$ cat src/rtl/usart_proto_pkg.sv
// rtl/usart_proto_pkg.sv - shared frame constants, state encoding and checksum for the usart command protocol
package usart_proto_pkg;

    localparam logic [7:0] SYNC_DEFAULT = 8'hA5;

    localparam logic [7:0] CMD_PING  = 8'h01;
    localparam logic [7:0] CMD_WRITE = 8'h02;
    localparam logic [7:0] CMD_READ  = 8'h03;
    localparam logic [7:0] CMD_START = 8'h04;

    localparam logic [7:0] RSP_PING  = 8'h81;
    localparam logic [7:0] RSP_WRITE = 8'h82;
    localparam logic [7:0] RSP_READ  = 8'h83;
    localparam logic [7:0] RSP_START = 8'h84;
    localparam logic [7:0] RSP_ERROR = 8'hFF;

    localparam logic [7:0] ERR_CHECKSUM = 8'h01;
    localparam logic [7:0] ERR_UNKNOWN  = 8'h02;
    localparam logic [7:0] ERR_RX       = 8'h03;

    typedef enum logic [3:0] {
        ST_HUNT,
        ST_CMD,
        ST_ARG0,
        ST_ARG1,
        ST_CHK,
        ST_EXEC,
        ST_RD_WAIT,
        ST_TX_SYNC,
        ST_TX_CODE,
        ST_TX_PAY,
        ST_TX_CHK
    } state_t;

    // Command frames XOR three bytes; responses pass 8'h00 as the third operand.
    function automatic logic [7:0] frame_chk(input logic [7:0] a, input logic [7:0] b,
                                             input logic [7:0] c);
        return a ^ b ^ c;
    endfunction

endpackage

$ cat src/rtl/usart_frame_timeout.sv
// rtl/usart_frame_timeout.sv - inter-byte silence counter that flags a stale partial frame
module usart_frame_timeout #(
    parameter int unsigned TIMEOUT_CYCLES = 50000
) (
    input  logic clk,
    input  logic reset,
    input  logic i_clear,
    input  logic i_enable,
    output logic o_expire
);

    localparam int W = $clog2(TIMEOUT_CYCLES + 1);
    localparam logic [W-1:0] ONE  = W'(1);
    localparam logic [W-1:0] LAST = W'(TIMEOUT_CYCLES - 1);

    logic [W-1:0] r_count;

    // A received byte restarts the window; the counter only runs while a frame is open.
    always_ff @(posedge clk or posedge reset) begin
        if (reset) begin
            r_count <= '0;
        end else if (i_clear || !i_enable) begin
            r_count <= '0;
        end else if (r_count != LAST) begin
            r_count <= r_count + ONE;
        end
    end

    assign o_expire = i_enable && !i_clear && (r_count == LAST);

endmodule

$ cat src/rtl/usart_cmd_responder.sv
// rtl/usart_cmd_responder.sv - parses 5-byte command frames and returns 4-byte response frames
module usart_cmd_responder
    import usart_proto_pkg::*;
#(
    parameter logic [7:0]  SYNC_BYTE      = SYNC_DEFAULT,
    parameter int unsigned TIMEOUT_CYCLES = 50000
) (
    input  logic       clk,
    input  logic       reset,
    input  logic [7:0] rx_data,
    input  logic       rx_ready,
    input  logic       rx_error,
    output logic [7:0] tx_data,
    output logic       tx_write,
    input  logic       tx_fetch,
    output logic [7:0] reg_addr,
    output logic [7:0] reg_wdata,
    output logic       reg_we,
    input  logic [7:0] reg_rdata,
    output logic       cap_start,
    output logic       busy
);

    state_t     r_state;
    state_t     w_state_next;
    logic [7:0] r_cmd;
    logic [7:0] r_arg0;
    logic [7:0] r_arg1;
    logic [7:0] r_code;
    logic [7:0] r_pay;
    logic [7:0] r_reg_addr;
    logic [7:0] r_reg_wdata;
    logic       r_chk_ok;
    logic       w_in_frame;
    logic       w_expire;
    logic       w_chk_match;

    assign w_in_frame  = (r_state == ST_CMD) || (r_state == ST_ARG0) ||
                         (r_state == ST_ARG1) || (r_state == ST_CHK);
    assign w_chk_match = (rx_data == frame_chk(r_cmd, r_arg0, r_arg1));
    assign reg_addr    = r_reg_addr;
    assign reg_wdata   = r_reg_wdata;

    usart_frame_timeout #(
        .TIMEOUT_CYCLES(TIMEOUT_CYCLES)
    ) u_timeout (
        .clk     (clk),
        .reset   (reset),
        .i_clear (rx_ready),
        .i_enable(w_in_frame),
        .o_expire(w_expire)
    );

    // State register; an async reset abandons any response in flight.
    always_ff @(posedge clk or posedge reset) begin
        if (reset) begin
            r_state <= ST_HUNT;
        end else begin
            r_state <= w_state_next;
        end
    end

    // Next state: rx_error outranks a byte, a byte outranks the silence timeout.
    always_comb begin
        w_state_next = r_state;
        case (r_state)
            ST_HUNT:    if (rx_ready && (rx_data == SYNC_BYTE)) w_state_next = ST_CMD;
            ST_CMD, ST_ARG0, ST_ARG1, ST_CHK: begin
                if (rx_error) begin
                    w_state_next = ST_TX_SYNC;
                end else if (rx_ready) begin
                    case (r_state)
                        ST_CMD:  w_state_next = ST_ARG0;
                        ST_ARG0: w_state_next = ST_ARG1;
                        ST_ARG1: w_state_next = ST_CHK;
                        default: w_state_next = ST_EXEC;
                    endcase
                end else if (w_expire) begin
                    w_state_next = ST_HUNT;
                end
            end
            ST_EXEC:    w_state_next = (r_chk_ok && (r_cmd == CMD_READ)) ? ST_RD_WAIT : ST_TX_SYNC;
            ST_RD_WAIT: w_state_next = ST_TX_SYNC;
            ST_TX_SYNC: if (tx_fetch) w_state_next = ST_TX_CODE;
            ST_TX_CODE: if (tx_fetch) w_state_next = ST_TX_PAY;
            ST_TX_PAY:  if (tx_fetch) w_state_next = ST_TX_CHK;
            ST_TX_CHK:  if (tx_fetch) w_state_next = ST_HUNT;
            default:    w_state_next = ST_HUNT;
        endcase
    end

    // Frame capture and response build; the register bus is loaded with the CHK byte
    // so reg_addr is already settled during EXEC and reg_rdata is ready in RD_WAIT.
    always_ff @(posedge clk or posedge reset) begin
        if (reset) begin
            r_cmd       <= '0;
            r_arg0      <= '0;
            r_arg1      <= '0;
            r_code      <= '0;
            r_pay       <= '0;
            r_reg_addr  <= '0;
            r_reg_wdata <= '0;
            r_chk_ok    <= 1'b0;
        end else begin
            case (r_state)
                ST_CMD, ST_ARG0, ST_ARG1, ST_CHK: begin
                    if (rx_error) begin
                        r_code <= RSP_ERROR;
                        r_pay  <= ERR_RX;
                    end else if (rx_ready) begin
                        case (r_state)
                            ST_CMD:  r_cmd  <= rx_data;
                            ST_ARG0: r_arg0 <= rx_data;
                            ST_ARG1: r_arg1 <= rx_data;
                            default: begin
                                r_chk_ok <= w_chk_match;
                                if (w_chk_match && ((r_cmd == CMD_WRITE) || (r_cmd == CMD_READ)))
                                    r_reg_addr <= r_arg0;
                                if (w_chk_match && (r_cmd == CMD_WRITE))
                                    r_reg_wdata <= r_arg1;
                            end
                        endcase
                    end
                end
                ST_EXEC: begin
                    if (!r_chk_ok) begin
                        r_code <= RSP_ERROR;
                        r_pay  <= ERR_CHECKSUM;
                    end else begin
                        case (r_cmd)
                            CMD_PING:  begin r_code <= RSP_PING;  r_pay <= 8'h00;       end
                            CMD_WRITE: begin r_code <= RSP_WRITE; r_pay <= r_arg0;      end
                            CMD_READ:  begin r_code <= RSP_READ;  r_pay <= 8'h00;       end
                            CMD_START: begin r_code <= RSP_START; r_pay <= 8'h00;       end
                            default:   begin r_code <= RSP_ERROR; r_pay <= ERR_UNKNOWN; end
                        endcase
                    end
                end
                ST_RD_WAIT: r_pay <= reg_rdata;
                default: ;
            endcase
        end
    end

    // Moore outputs: strobes live only in EXEC, tx_write spans all four response bytes.
    always_comb begin
        tx_data   = 8'h00;
        tx_write  = 1'b0;
        reg_we    = 1'b0;
        cap_start = 1'b0;
        busy      = (r_state != ST_HUNT);
        case (r_state)
            ST_EXEC: begin
                reg_we    = r_chk_ok && (r_cmd == CMD_WRITE);
                cap_start = r_chk_ok && (r_cmd == CMD_START);
            end
            ST_TX_SYNC: begin tx_write = 1'b1; tx_data = SYNC_BYTE; end
            ST_TX_CODE: begin tx_write = 1'b1; tx_data = r_code;    end
            ST_TX_PAY:  begin tx_write = 1'b1; tx_data = r_pay;     end
            ST_TX_CHK:  begin tx_write = 1'b1; tx_data = frame_chk(r_code, r_pay, 8'h00); end
            default: ;
        endcase
    end

endmodule
$ cat config.mk
export PLATFORM = sky130hd
export DESIGN_NAME = usart_cmd_responder
export DESIGN_NICKNAME = d
export VERILOG_FILES = /design/src/rtl/usart_proto_pkg.sv /design/src/rtl/usart_frame_timeout.sv /design/src/rtl/usart_cmd_responder.sv
export SDC_FILE = /design/constraint.sdc
export NUM_CORES = 1
export LEC_CHECK = 0
export ABC_CLOCK_PERIOD_IN_PS = 3000
export BUFFER_PORTS_ARGS = -buffer_cell sky130_fd_sc_hd__buf_2
export CORE_MARGIN = 3
export CORE_UTILIZATION = 49
export CTS_BUF_LIST = sky130_fd_sc_hd__clkbuf_8
export DETAILED_ROUTE_END_ITERATION = 8
export GPL_ROUTABILITY_DRIVEN = 0
export PLACE_DENSITY = 0.73
export RECOVER_POWER = 100
export SLEW_MARGIN = 20
export SYNTH_ARGS = -nofsm -noshare
export SYNTH_HDL_FRONTEND = slang
export SYNTH_HIERARCHICAL = 1
export SYNTH_SLANG_ARGS = --single-unit
$ cat constraint.sdc
create_clock -name clk -period 3 [get_ports clk]
set_clock_uncertainty 0.05 [all_clocks]
set_input_delay 0.3 -clock clk [delete_from_list [all_inputs] [get_ports clk]]
set_output_delay 0.3 -clock clk [all_outputs]
set_load 0.01 [all_outputs]
### Word level (Yosys, flattened, before mapping)

Cells that the tools add are included.
W data, S select, Z words.

| word-level totals | value |
|---|---|
| register bits | 77 |
| logic and storage cells | 99 |

| cells by class | value |
|---|---|
| $add $sub $neg | 1 |
| eq/ne operators | 25 |
| muxes and demuxes | 25 |
| bitwise operators | 5 |
| reductions and logical operators | 33 |

Operators with widths:

| cell | number |
|---|---|
| $mux W16 | 2 |
| $mux W4 | 8 |
| $pmux W4 S8 | 1 |
| $pmux W8 S2 | 2 |
| $pmux W8 S4 | 1 |
| $pmux W7 S4 | 1 |
| $mux W8 | 3 |
| $pmux W8 S3 | 1 |
| $xor A8 B8 Y8 | 3 |
| $add A16 B1 Y16 const B | 1 |
| $eq A16 B16 Y1 const B | 1 |
| $eq A4 B3 Y1 const B | 4 |
| $eq A8 B2 Y1 const B | 2 |
| $ne A16 B16 Y1 const B | 1 |
| $reduce_and A4 Y1 | 4 |
| $eq A4 B4 Y1 const B | 3 |
| $ne A2 B2 Y1 const B | 6 |
| $reduce_and A5 Y1 | 2 |
| $pmux W3 S3 | 1 |
| $eq A4 B2 Y1 const B | 2 |
| $eq A8 B1 Y1 const B | 1 |
| $eq A8 B3 Y1 const B | 1 |
| $eq A8 B8 Y1 | 1 |
| $eq A8 B8 Y1 const B | 1 |
| 16 further kinds | 36 |

### Longest topological paths before layout

Gate-level depths: netlist of run 1.

| depth | value |
|---|---|
| depth after elaboration | 10 |
| gate-level depth with buffers | 10 |
| depth with buffers taken out | 8 |

### Hierarchy

The synthesis of run 1 kept the hierarchy.

Modules (own cells, without submodules):

| module | times used | cells an instance | area an instance (sq um) |
|---|---|---|---|
| usart_cmd_responder | 1 | 295 | 3100.5 |
| usart_frame_timeout | 1 | 92 | 887.1 |

### Worst setup path after synthesis of run 1

Ideal clock, no wire load.

| timing path | value |
|---|---|
| path kind | register -> register |
| start | register r_state[0] |
| end | register r_state[1] |
| setup time | 0.110 ns |
| arrival | 2.232 ns |
| required time | 2.840 ns |
| slack | 0.608 ns |
| cell stages (with the launch flop) | 11 |
| path buffers | 2 |
| cell sequence | dfrtp_1 > clkbuf_1 > o21a_1 > nor3_1 > nand2b_1 > clkbuf_1 > nor4_1 > nor3_1 > o2bb2ai_1 > a31o_2 > o41ai_1 |

| between the ends | value |
|---|---|
| word-level cells in the longest chain between the ends | 8 |

Ends and longest elaborated chain:

| element | line | source |
|---|---|---|
| start: declaration | usart_cmd_responder.sv:24 | `state_t r_state;` |
| start signal: assignment | usart_cmd_responder.sv:59 | `r_state <= w_state_next;` |
| $eq A4 B1 Y1 / $eq A4 B2 Y1 (equally long branches) | usart_cmd_responder.sv:38 | `assign w_in_frame = (r_state == ST_CMD) \|\| (r_state == ST_ARG0) \|\|` |
| $logic_or A1 B1 Y1 (2 in series) | usart_cmd_responder.sv:38 |  |
| $logic_or A1 B1 Y1 * | usart_cmd_responder.sv:39 | `(r_state == ST_ARG1) \|\| (r_state == ST_CHK);` |
| net w_in_frame | usart_cmd_responder.sv:34 | `logic w_in_frame;` |
| $logic_and A1 B1 Y1 * (2 in series) | usart_frame_timeout.sv:29 | `assign o_expire = i_enable && !i_clear && (r_count == LAST);` |
| net w_expire | usart_cmd_responder.sv:35 | `logic w_expire;` |
| $ne A4 B3 Y1 (no line) * | - |  |
| $reduce_and A6 Y1 (no line) * | - |  |

The timed path passes the listed nets; every way through them passes the cells marked *.
A chain may end at the register's enable or synchronous reset.

### Worst setup path after layout of run 1

| timing path | value |
|---|---|
| start | register r_state[0] |
| end | register r_reg_wdata[0] (netlist: reg_wdata[0]) |

| between the ends | value |
|---|---|
| word-level cells in the longest chain between the ends | 4 |

Ends and longest elaborated chain:

| element | line | source |
|---|---|---|
| $eq A4 B1 Y1 / $eq A4 B2 Y1 (equally long branches) | usart_cmd_responder.sv:105, usart_cmd_responder.sv:111 |  |
| $reduce_or A3 Y1 (no line) | - |  |
| $not A1 Y1 (no line) | - |  |
| $reduce_and A5 Y1 (no line) * | - |  |
| end signal: assignment | usart_cmd_responder.sv:120 | `r_reg_wdata <= r_arg1;` |
| end: declaration | usart_cmd_responder.sv:32 | `logic [7:0] r_reg_wdata;` |

Mark *: on every way between the ends. The rest lies on a longest branch, timed or not.

==> impl_metrics.csv, run 1 <==
group,metric,value,unit
outcome,status,"finished, violations left",
outcome,violations,"hold timing, capacitance limit, slew limit",
layout,synthToLayoutAreaGrowth,13.3,%
sta,hold_ws,-0.0198,ns
layout,final_util,0.579,
worst_setup_path,cp.required,3.17,ns
sta,hold_viol,16,
route,dr_total_vias,3014,
cts,hold_buffers,0,
power,p_switching,1470,uW
logic_synthesis,synth.ff_latch_count,74,
global_route,grt_pass1_vias,2823,
logic_synthesis,syn_inst,387,
worst_setup_path,cp-end-kind,"flip-flop",
layout,fin_nets,459,
logic_synthesis,seq_area_frac_synth,0.464,
worst_setup_path,critPathBufInv,2,
power,pwr-share-clk,0.226,
cts,cts_resized,0,
global_route,grt_pass1_wl,13900,um
cts,cts.sinks,74,
global_route,gr-total-overflow,0,
power,p_per_area,864,nW/um^2
logic_synthesis,synth_warnings,6,
die,coreArea,7810,um^2
worst_setup_path,cp-start-kind,"flip-flop",
cts,tritoncts,"done",
cts,clkLatencyLatePin,0.34,ns
cts,cts_buffers,9,
route,wl_per_cell,15.9,um
power,intPower,2430,uW
cts,htree_num_levels,3,
placed_design,portBuffers,48,
layout,fillers,689,
logic_synthesis,synth_edf_count,0,
power,power,3900,uW
run,cap_violations,1,
power,p_seq_frac,0.395,
min_path,hold_path.class,"in -> async",
power,ir_worst_vdd,0.429,mV
die,pin_count,49,
worst_setup_path,path_delay_family,"simple AND/OR/NAND/NOR gates",
worst_setup_path,arrival,2.82,ns
layout,antenna_cells,0,
sta,setup-violations-final,0,
layout,drive_gt1_frac,0.208,
placed_design,dpl.hpwl,6280,um
sta,rsz0062_at_grt,"false",
route,routed_wl,8630,um
logic_synthesis,yosys.area.top_type,"dfrtp_1",
route,ant_nets,0,
global_route,antenna_found_initial,0,
placed_design,post_dp_cell_area,4340,um^2
sta,fin_tns_setup,0,ns
cts,cts-root-buf,"clkbuf_8",
sta,worstMarginPinSlew,2.14,ns
logic_synthesis,synth_area_leaders,"dfrtp_1 46%, mux2_2 11%, xnor2_1 6.4%",
power,power_leakage,0.00193,uW
route,drt-pass1-iter-count,4,
die,die_x,96.2,um
die,die_area,9260,um^2
worst_setup_path,critPathKind,"reg -> reg",
global_route,globalRouteTotalUtil,0.195,
sta,period_minus_slack,2.65,ns
logic_synthesis,synth.distinct_cells,56,
cts,clk_path_buf_depth,2,
route,avgViaCountPerCell,5.54,
power,comb_power_share,0.379,
cts,cts_setup_buffers,0,
die,dieHeight,96.2,um
worst_setup_path,critPathSlowestCell,"nor4_2",
placed_design,pre_cts_slack,0.590,ns
sta,maxSlewViolCount,50,
sta,relSlewSlack,-0.436,
power,p_sw_frac,0.377,
logic_synthesis,syn_area_per_cell,10.3,um^2
die,start_util,0.511,
logic_synthesis,syn_area,3990,um^2
global_route,grt_max_degree,50,
sta,fin_ws,0.353,ns
route,first_iter_violations,160,
worst_setup_path,cpPeakStageDelay,0.80,ns
route,drc_errors,0,
cts,cts.clk_slew.worst_paths,0.08,ns
layout,multi_input_area,2010,um^2
logic_synthesis,yosysTopAreaCellShare,0.464,
logic_synthesis,ys_async_sr_fraction,1.00,
layout,area.sequential,1850,um^2
sta,post-route-period-util,0.882,
worst_setup_path,path_max_fanout,16,
sta,timing.fmax,0.378,GHz
die,fp-row-count,32,
worst_setup_path,path_cells,"buf_4, inv_1, nand4_1, nor4_2, mux2_2",
layout,fin_area,4520,um^2
logic_synthesis,synth_nets,409,
logic_synthesis,dominantRegCellSynth,"dfrtp_1",
[power by group through the flow]
stage                     combinational, uW  clock, uW  sequential (uW)
after floorplan                        1240          0             1440
after global placement                 1480          0             1540
after detailed placement               1510          0             1560
after CTS                              1510        907             1540
after global routing                   1660        956             1580
final                                  1480        882             1540
[worst register-to-register path: stages, from the launching register on]
cell and delay, ns:
dfrtp_1 0.43, buf_4 0.22, inv_1 0.28, nand4_1 0.33, nor4_2 0.80, mux2_2 0.42
[layout by cell type, fill, tap and decap left out, drive strengths merged, types with 3 or more instances in the layout]
| cell | netlist | final |
|---|---|---|
| nand3 | 9 | 9 |
| nor2b | 5 | 5 |
| clkinvlp | 0 | 3 |
| mux2 | 40 | 40 |
| o22ai | 3 | 3 |
| nand2b | 4 | 4 |
| nor3 | 12 | 12 |
| nand2 | 32 | 32 |
| xnor2 | 29 | 29 |
| xor2 | 9 | 9 |
| a22oi | 8 | 8 |
| mux2i | 4 | 4 |
| o31ai | 3 | 3 |
| inv | 15 | 15 |
| nor2 | 39 | 39 |
| nor3b | 4 | 4 |
| buf | 3 | 23 |
| a31o | 3 | 3 |
| a21oi | 17 | 17 |
| or3 | 3 | 3 |
| and2 | 4 | 4 |
| dfrtp | 74 | 74 |
| clkbuf | 12 | 42 |
| nor4 | 8 | 8 |
| a31oi | 3 | 3 |
| nand4 | 9 | 9 |
| o21ai | 10 | 10 |
[per-layer routing]
metal	vias to the layer above	share of wire	GRT usage
met5	-	0	0
met4	0	0.0098	0.0557
met3	7	0.047	0.0407
met2	72	0.48	0.313
met1	1461	0.46	0.265
li1	1474	-	-
[stage by stage]
step           hold slack (ns)  cells
2_1_floorplan            0.164    387
3_3_place_gp             0.373    528
3_5_place_dp             0.379    528
4_1_cts                0.00622    544
5_1_grt                 0.0325    544
6_report               -0.0198    544
[synthesized netlist by cell type (2+ instances only)]
master,n
a31oi_1,3
xor2_1,9
a2bb2oi_1,2
nor2_1,39
nand3_1,8
nor3_1,12
clkbuf_1,12
a22oi_1,8
nand4_2,2
nand4_1,7
o31ai_1,3
a31o_2,2
xnor2_1,29
mux2i_1,4
and2_1,3
or3_1,3
inv_1,15
buf_1,2
o21ai_1,3
o22ai_1,3
a211oi_1,2
o21a_1,2
and3_1,2
nand2b_1,4
nor4_1,5
nor2b_1,5
a21oi_1,17
dfrtp_1,74
nand2_1,32
nor4_4,2
nor3b_1,3
o21ai_0,7
mux2_2,40
[layout make-up]
type | count | share of cell area
clock buffer | 11 | 0.0335
tap | 102 | 0.0282
clock inverter | 5 | 0.0186
multi-input combinational | 283 | 0.444
inverter | 15 | 0.0127
timing repair buffer | 54 | 0.0529
sequential | 74 | 0.410
[cells by family (layout without fill, tap and decap cells)]
| kind of cell | after synthesis | in the layout | share of synthesized area |
|---|---|---|---|
| compound gates | 61 | 61 | 0.0998 |
| xor+xnor | 38 | 38 | 0.0835 |
| fa+ha+maj | 1 | 1 | 0.00314 |
| buf+inv | 30 | 85 | 0.0286 |
| flops | 74 | 74 | 0.464 |
| mux | 44 | 44 | 0.123 |
| simple gates | 139 | 139 | 0.198 |
[worst paths after layout]
kind | startpoint | to | slack [ns] | cells after the start
setup / recovery | r_state[0] | reg_wdata[0] | 0.35 | 5
hold / removal | reset | u_timeout/r_count[0] | -0.02 | 2
setup reg to reg | r_state[0] | reg_wdata[0] | 0.35 | 5
hold reg to reg | r_code[7] | r_code[7] | 0.44 | 1
max in group asynchronous | reset | r_state[1] | 1.21 | 3
min in group clk | reg_rdata[3] | r_pay[3] | 0.15 | 3
[sequential cells by signal, indices dropped and copies added (netlist names)]
name,cells
r_arg1,8
r_chk_ok,1
r_cmd,8
r_pay,8
r_state,4
reg_wdata,8
reg_addr,8
r_code,5
u_timeout/r_count,16
r_arg0,8
(Power assumes the default switching activity.)
==> inputs of run 2 (changes only) <==
CAP_MARGIN = 20   (was unset)
CORE_UTILIZATION = 60   (was 49)
PLACE_DENSITY = 0.86   (was 0.73)
==> impl_metrics.csv, run 2 (synthesis gave the netlist of run 1 again) <==
group,metric,value,unit
cts,clk_path_buf_depth,2,
sta,hold_ws,0.129,ns
power,power_leakage,0.00195,uW
worst_setup_path,critPathSlowestCell,"dfrtp_1",
die,pin_count,49,
cts,htree_num_levels,3,
worst_setup_path,cp-end-kind,"output pin",
worst_setup_path,cp.required,2.65,ns
global_route,gr-total-overflow,0,
global_route,grt_max_degree,36,
layout,final_util,0.704,
cts,cts.clk_slew.worst_paths,0.08,ns
layout,drive_gt1_frac,0.208,
die,die_area,7660,um^2
run,cap_violations,0,
sta,post-route-period-util,0.910,
route,dr_total_vias,3194,
layout,fillers,460,
layout,antenna_cells,0,
cts,cts-root-buf,"clkbuf_8",
cts,tritoncts,"done",
layout,mostFrequentLayoutCells,"74 x dfrtp_1, 40 x mux2_2, 39 x nor2_1",
placed_design,portBuffers,48,
route,routed_wl,9310,um
cts,cts.sinks,74,
die,start_util,0.624,
die,dieHeight,87.5,um
route,avgViaCountPerCell,6.14,
worst_setup_path,arrival,2.38,ns
worst_setup_path,crit_top_cell,"clkbuf_1",
die,fp-row-count,29,
layout,largest_register,"u_timeout/r_count",
cts,cts_buffers,9,
cts,clkLatencyLatePin,0.35,ns
global_route,antenna_found_initial,0,
power,ir_worst_vdd,0.657,mV
worst_setup_path,rr_worst_depth,5,
route,drc_errors,0,
global_route,grt_pass1_vias,3114,
sta,hold_viol,0,
worst_setup_path,cp-start-kind,"flip-flop",
placed_design,dpl.hpwl,6510,um
die,coreArea,6390,um^2
layout,largest_register_ff_count,16,
global_route,grt_pass1_wl,15400,um
die,die_x,87.5,um
outcome,status,"completed",
worst_setup_path,path_max_fanout,16,
route,ant_nets,0,
worst_setup_path,critPathKind,"reg -> out",
min_path,worstHoldPathCells,3,
layout,layout_commonest_cell,"dfrtp_1",
power,p_per_area,886,nW/um^2
global_route,globalRouteTotalUtil,0.260,
worst_setup_path,path_cells,"buf_4, and4bb_1, nand2_1, nor2_1, clkbuf_1, clkbuf_1",
worst_setup_path,cpPeakStageDelay,0.48,ns
sta,maxSlewViolCount,0,
sta,fin_tns_setup,0,ns
layout,synthToLayoutAreaGrowth,12.8,%
route,drt-pass1-iter-count,5,
sta,timing.fmax,0.366,GHz
sta,setup-violations-final,0,
sta,rsz0062_at_grt,"false",
sta,relSlewSlack,0.357,
sta,period_minus_slack,2.73,ns
sta,worstMarginPinSlew,0.963,ns
route,first_iter_violations,291,
layout,fin_nets,460,
route,wl_per_cell,17.9,um
min_path,hold_path.class,"in -> reg",
[run 2: cell types whose count changed in the layout (fill, tap and decap cells not counted)]
cell           before  now
clkbuf_1           31   30
clkbuf_2            0    1
clkbuf_8           11   10
clkinv_2            0    1
clkinvlp_2          1    0
dlygate4sd3_1       0    1
inv_1              14   15
nor4_2              1    0
nor4_4              1    2
[run 2: timing repair]
item | 4_1_cts | 5_1_grt
endpoints found under the hold margin | 39 | 0
endpoints found under the setup margin | 0 | 0
buffers inserted | 0 | 0
gates resized for setup | 0 | 0
hold buffers | 1 | 0
[run 2: area by class of cell]
type | instances | area [um^2] | area share
Clock buffer | 10 | 138 | 0.0306
Clock inverter | 6 | 88.8 | 0.0198
Inverter | 15 | 56.3 | 0.0125
Multi-Input combinational cell | 283 | 2020 | 0.448
Sequential cell | 74 | 1850 | 0.412
Tap cell | 77 | 96.3 | 0.0214
Timing Repair Buffer | 55 | 250 | 0.0556
[run 2: through the flow]
stage,setup slack (ns),area (um^2),instances,total power [uW]
after global placement,0.669,4310,503,3000
final,0.269,4500,520,3980
after detailed placement,0.549,4310,503,3100
after global routing,0.170,4500,520,4220
after floorplan,0.608,3990,387,2690
after CTS,0.467,4550,520,3990
[run 2: layer usage]
metal,global-route usage,up-vias,routed length [um]
met5,0,-,0
met3,0.0501,26,589
met4,0.0851,0,179
li1,-,1470,-
met1,0.354,1556,3950
met2,0.421,142,4600
[run 2: worst paths after layout]
kind | slack, ns | endpoint | from
max in group asynchronous | 0.84 | r_arg0[2] | reset
min in group asynchronous | 0.49 | u_timeout/r_count[0] | reset
max | 0.27 | reg_we | r_state[1]
min reg2reg | 0.46 | reg_wdata[0] | reg_wdata[0]
max reg2reg | 0.41 | reg_addr[3] | r_cmd[5]
min | 0.13 | r_pay[4] | reg_rdata[4]
[run 2: critical path: cells and delay by family, from the launching register on]
kind | cells | cell delay [ns]
flip-flops | 1 | 0.48
buffers and inverters | 3 | 0.73
AND/OR/NAND/NOR | 3 | 0.81
[run 2: where the power goes]
group | switching (uW) | internal (uW) | leakage (uW)
Sequential | 338 | 1240 | 0.000957
Clock | 390 | 492 | 0.000109
Combinational | 848 | 676 | 0.000883
Total | 1580 | 2410 | 0.00195
==> inputs of run 3 (changes only) <==
SYNTH_HIERARCHICAL = unset   (was 1)
==> impl_metrics.csv, run 3 <==
group,metric,value,unit
die,die_x,87.7,um
global_route,globalRouteTotalUtil,0.241,
logic_synthesis,synth-xor-area-share,0.0896,
min_path,hold_path.class,"in -> reg",
logic_synthesis,synthTopCellsByCount,"74 x dfrtp_1, 43 x mux2_2, 41 x nand2_1, 35 x nor2_1, 23 x xnor2_1",
power,p_per_area,949,nW/um^2
layout,layout_commonest_cell,"dfrtp_1",
route,ant_nets,0,
global_route,grt_pass1_vias,2874,
worst_setup_path,rr_worst_depth,5,
placed_design,dpl.hpwl,6250,um
sta,relSlewSlack,0.118,
logic_synthesis,synth_area_leaders,"dfrtp_1 46%, mux2_2 12%, xnor2_1 5.0%",
worst_setup_path,critPathKind,"reg -> out",
route,first_iter_violations,137,
sta,hold_ws,0.0843,ns
sta,worstMarginPinSlew,1.32,ns
sta,period_minus_slack,2.65,ns
outcome,status,"completed",
logic_synthesis,syn_area,4010,um^2
logic_synthesis,yosys.area.top_type,"dfrtp_1",
worst_setup_path,cp.depth,6,
cts,clkLatencyLatePin,0.36,ns
route,drc_errors,0,
die,fp-row-count,29,
layout,drive_gt1_frac,0.201,
layout,largest_register_ff_count,16,
logic_synthesis,synth-simple-area-share,0.182,
worst_setup_path,crit_top_cell,"nor2_1",
route,wl_per_cell,17.0,um
logic_synthesis,syn_inst,380,
worst_setup_path,cpPeakStageDelay,0.83,ns
sta,maxSlewViolCount,0,
worst_setup_path,cp.required,2.65,ns
route,avgViaCountPerCell,5.95,
global_route,gr-total-overflow,0,
die,coreArea,6420,um^2
worst_setup_path,cp-startpoint,"r_state[1]",
logic_synthesis,synth_compound_area_frac,0.0940,
sta,rsz0062_at_grt,"false",
worst_setup_path,reg2reg_from,"r_state[1]",
sta,setup-violations-final,0,
cts,cts_setup_buffers,0,
cts,htree_num_levels,3,
layout,antenna_cells,0,
power,ir_worst_vdd,0.558,mV
layout,fin_area,4420,um^2
worst_setup_path,arrival,2.30,ns
logic_synthesis,synth_top_family_by_area,"simple AND/OR/NAND/NOR gates",
route,routed_wl,8670,um
global_route,grt_max_degree,41,
min_path,worstHoldPathCells,3,
die,die_area,7700,um^2
worst_setup_path,path_cells,"inv_1, nor2_1, mux2i_1, o22a_1, nor2_1, clkbuf_1",
logic_synthesis,synthAdderAreaFrac,0.00312,
layout,largest_register,"u_timeout.r_count",
cts,cts-root-buf,"clkbuf_8",
die,pin_count,49,
sta,timing.fmax,0.377,GHz
logic_synthesis,yosysMostFrequentCell,"dfrtp_1",
logic_synthesis,synth.ff_latch_count,74,
sta,hold_viol,0,
logic_synthesis,seq_area_frac_synth,0.462,
power,power_leakage,0.00193,uW
cts,cts.clk_slew.worst_paths,0.08,ns
logic_synthesis,ys_async_sr_fraction,1.00,
placed_design,post_dp_cell_area,4310,um^2
layout,fin_nets,449,
logic_synthesis,synth_nets,402,
cts,clk_path_buf_depth,2,
worst_setup_path,critPathBufInv,2,
worst_setup_path,cp-start-kind,"flip-flop",
logic_synthesis,synth.mux.area_fraction,0.143,
logic_synthesis,dominantRegCellSynth,"dfrtp_1",
placed_design,portBuffers,48,
die,dieHeight,87.7,um
run,cap_violations,0,
cts,tritoncts,"done",
logic_synthesis,yosysTopAreaCellShare,0.462,
cts,hold_buffers,0,
global_route,grt_pass1_wl,14000,um
route,dr_total_vias,3029,
worst_setup_path,path_max_fanout,26,
die,start_util,0.624,
logic_synthesis,synth_edf_count,0,
route,drt-pass1-iter-count,4,
logic_synthesis,syn_area_per_cell,10.5,um^2
cts,cts_buffers,9,
cts,cts_resized,0,
worst_setup_path,cp-end-kind,"output pin",
worst_setup_path,path_delay_family,"flip-flops",
logic_synthesis,synth_warnings,0,
global_route,antenna_found_initial,0,
min_path,min_from,"reg_rdata[7]",
worst_setup_path,critPathSlowestCell,"dfrtp_1",
sta,post-route-period-util,0.884,
layout,mostFrequentLayoutCells,"74 x dfrtp_1, 43 x mux2_2, 41 x nand2_1",
layout,synthToLayoutAreaGrowth,10.4,%
logic_synthesis,synth.distinct_cells,49,
cts,cts.sinks,74,
sta,fin_tns_setup,0,ns
-- run 3: kinds of logic after synthesis --
family / Yosys count
AO/OA/AOI/OAI: 56
XOR/XNOR: 41
adder cells (fa/ha/maj): 1
buffers and inverters: 24
flip-flops: 74
multiplexers: 52
AND/OR/NAND/NOR: 132
-- run 3: path summary, 6_finish.rpt --
path / slack (ns) / to
max in group asynchronous: 1.06 / r_arg0[4]
setup / recovery: 0.35 / tx_data[6]
hold reg to reg: 0.46 / r_code[7]
min in group asynchronous: 0.25 / reg_wdata[6]
setup reg to reg: 0.38 / reg_wdata[2]
hold / removal: 0.08 / r_pay[7]
-- run 3: metrics by stage --
step                      setup slack (ns)   util  cells  power [uW]
final                                0.348  0.689    509        4200
after global routing                 0.172  0.689    509        4480
after CTS                            0.383  0.705    509        4310
after detailed placement             0.778  0.671    493        3450
after global placement               0.820  0.671    493        3360
after floorplan                      0.768      -    380        3060
-- run 3: power breakdown --
part / internal (uW) / total, uW / switching [uW] / leakage (uW)
Sequential: 1260 / 1690 / 430 / 0.000959
Clock: 468 / 853 / 385 / 0.000111
Combinational: 794 / 1660 / 864 / 0.000861
-- run 3: final cells by class --
type	instances	area, um^2
Clock buffer	9	124
Inverter	9	33.8
Fill cell	479	2000
Sequential cell	74	1850
Timing Repair Buffer	51	221
Clock inverter	7	93.8
Tap cell	77	96.3
Multi-Input combinational cell	282	2000
-- run 3: worst register-to-register path, stage by stage (launching register included) --
cell	delay (ns)
dfrtp_1	0.66
inv_1	0.33
nand3_1	0.23
nor3_1	0.26
nand4_1	0.50
mux2_2	0.47
-- run 3: per-layer routing --
metal	GRT usage	wire, um
met5	0	0
met4	0.0990	152
met3	0.0593	373
met2	0.388	4350
met1	0.314	3790
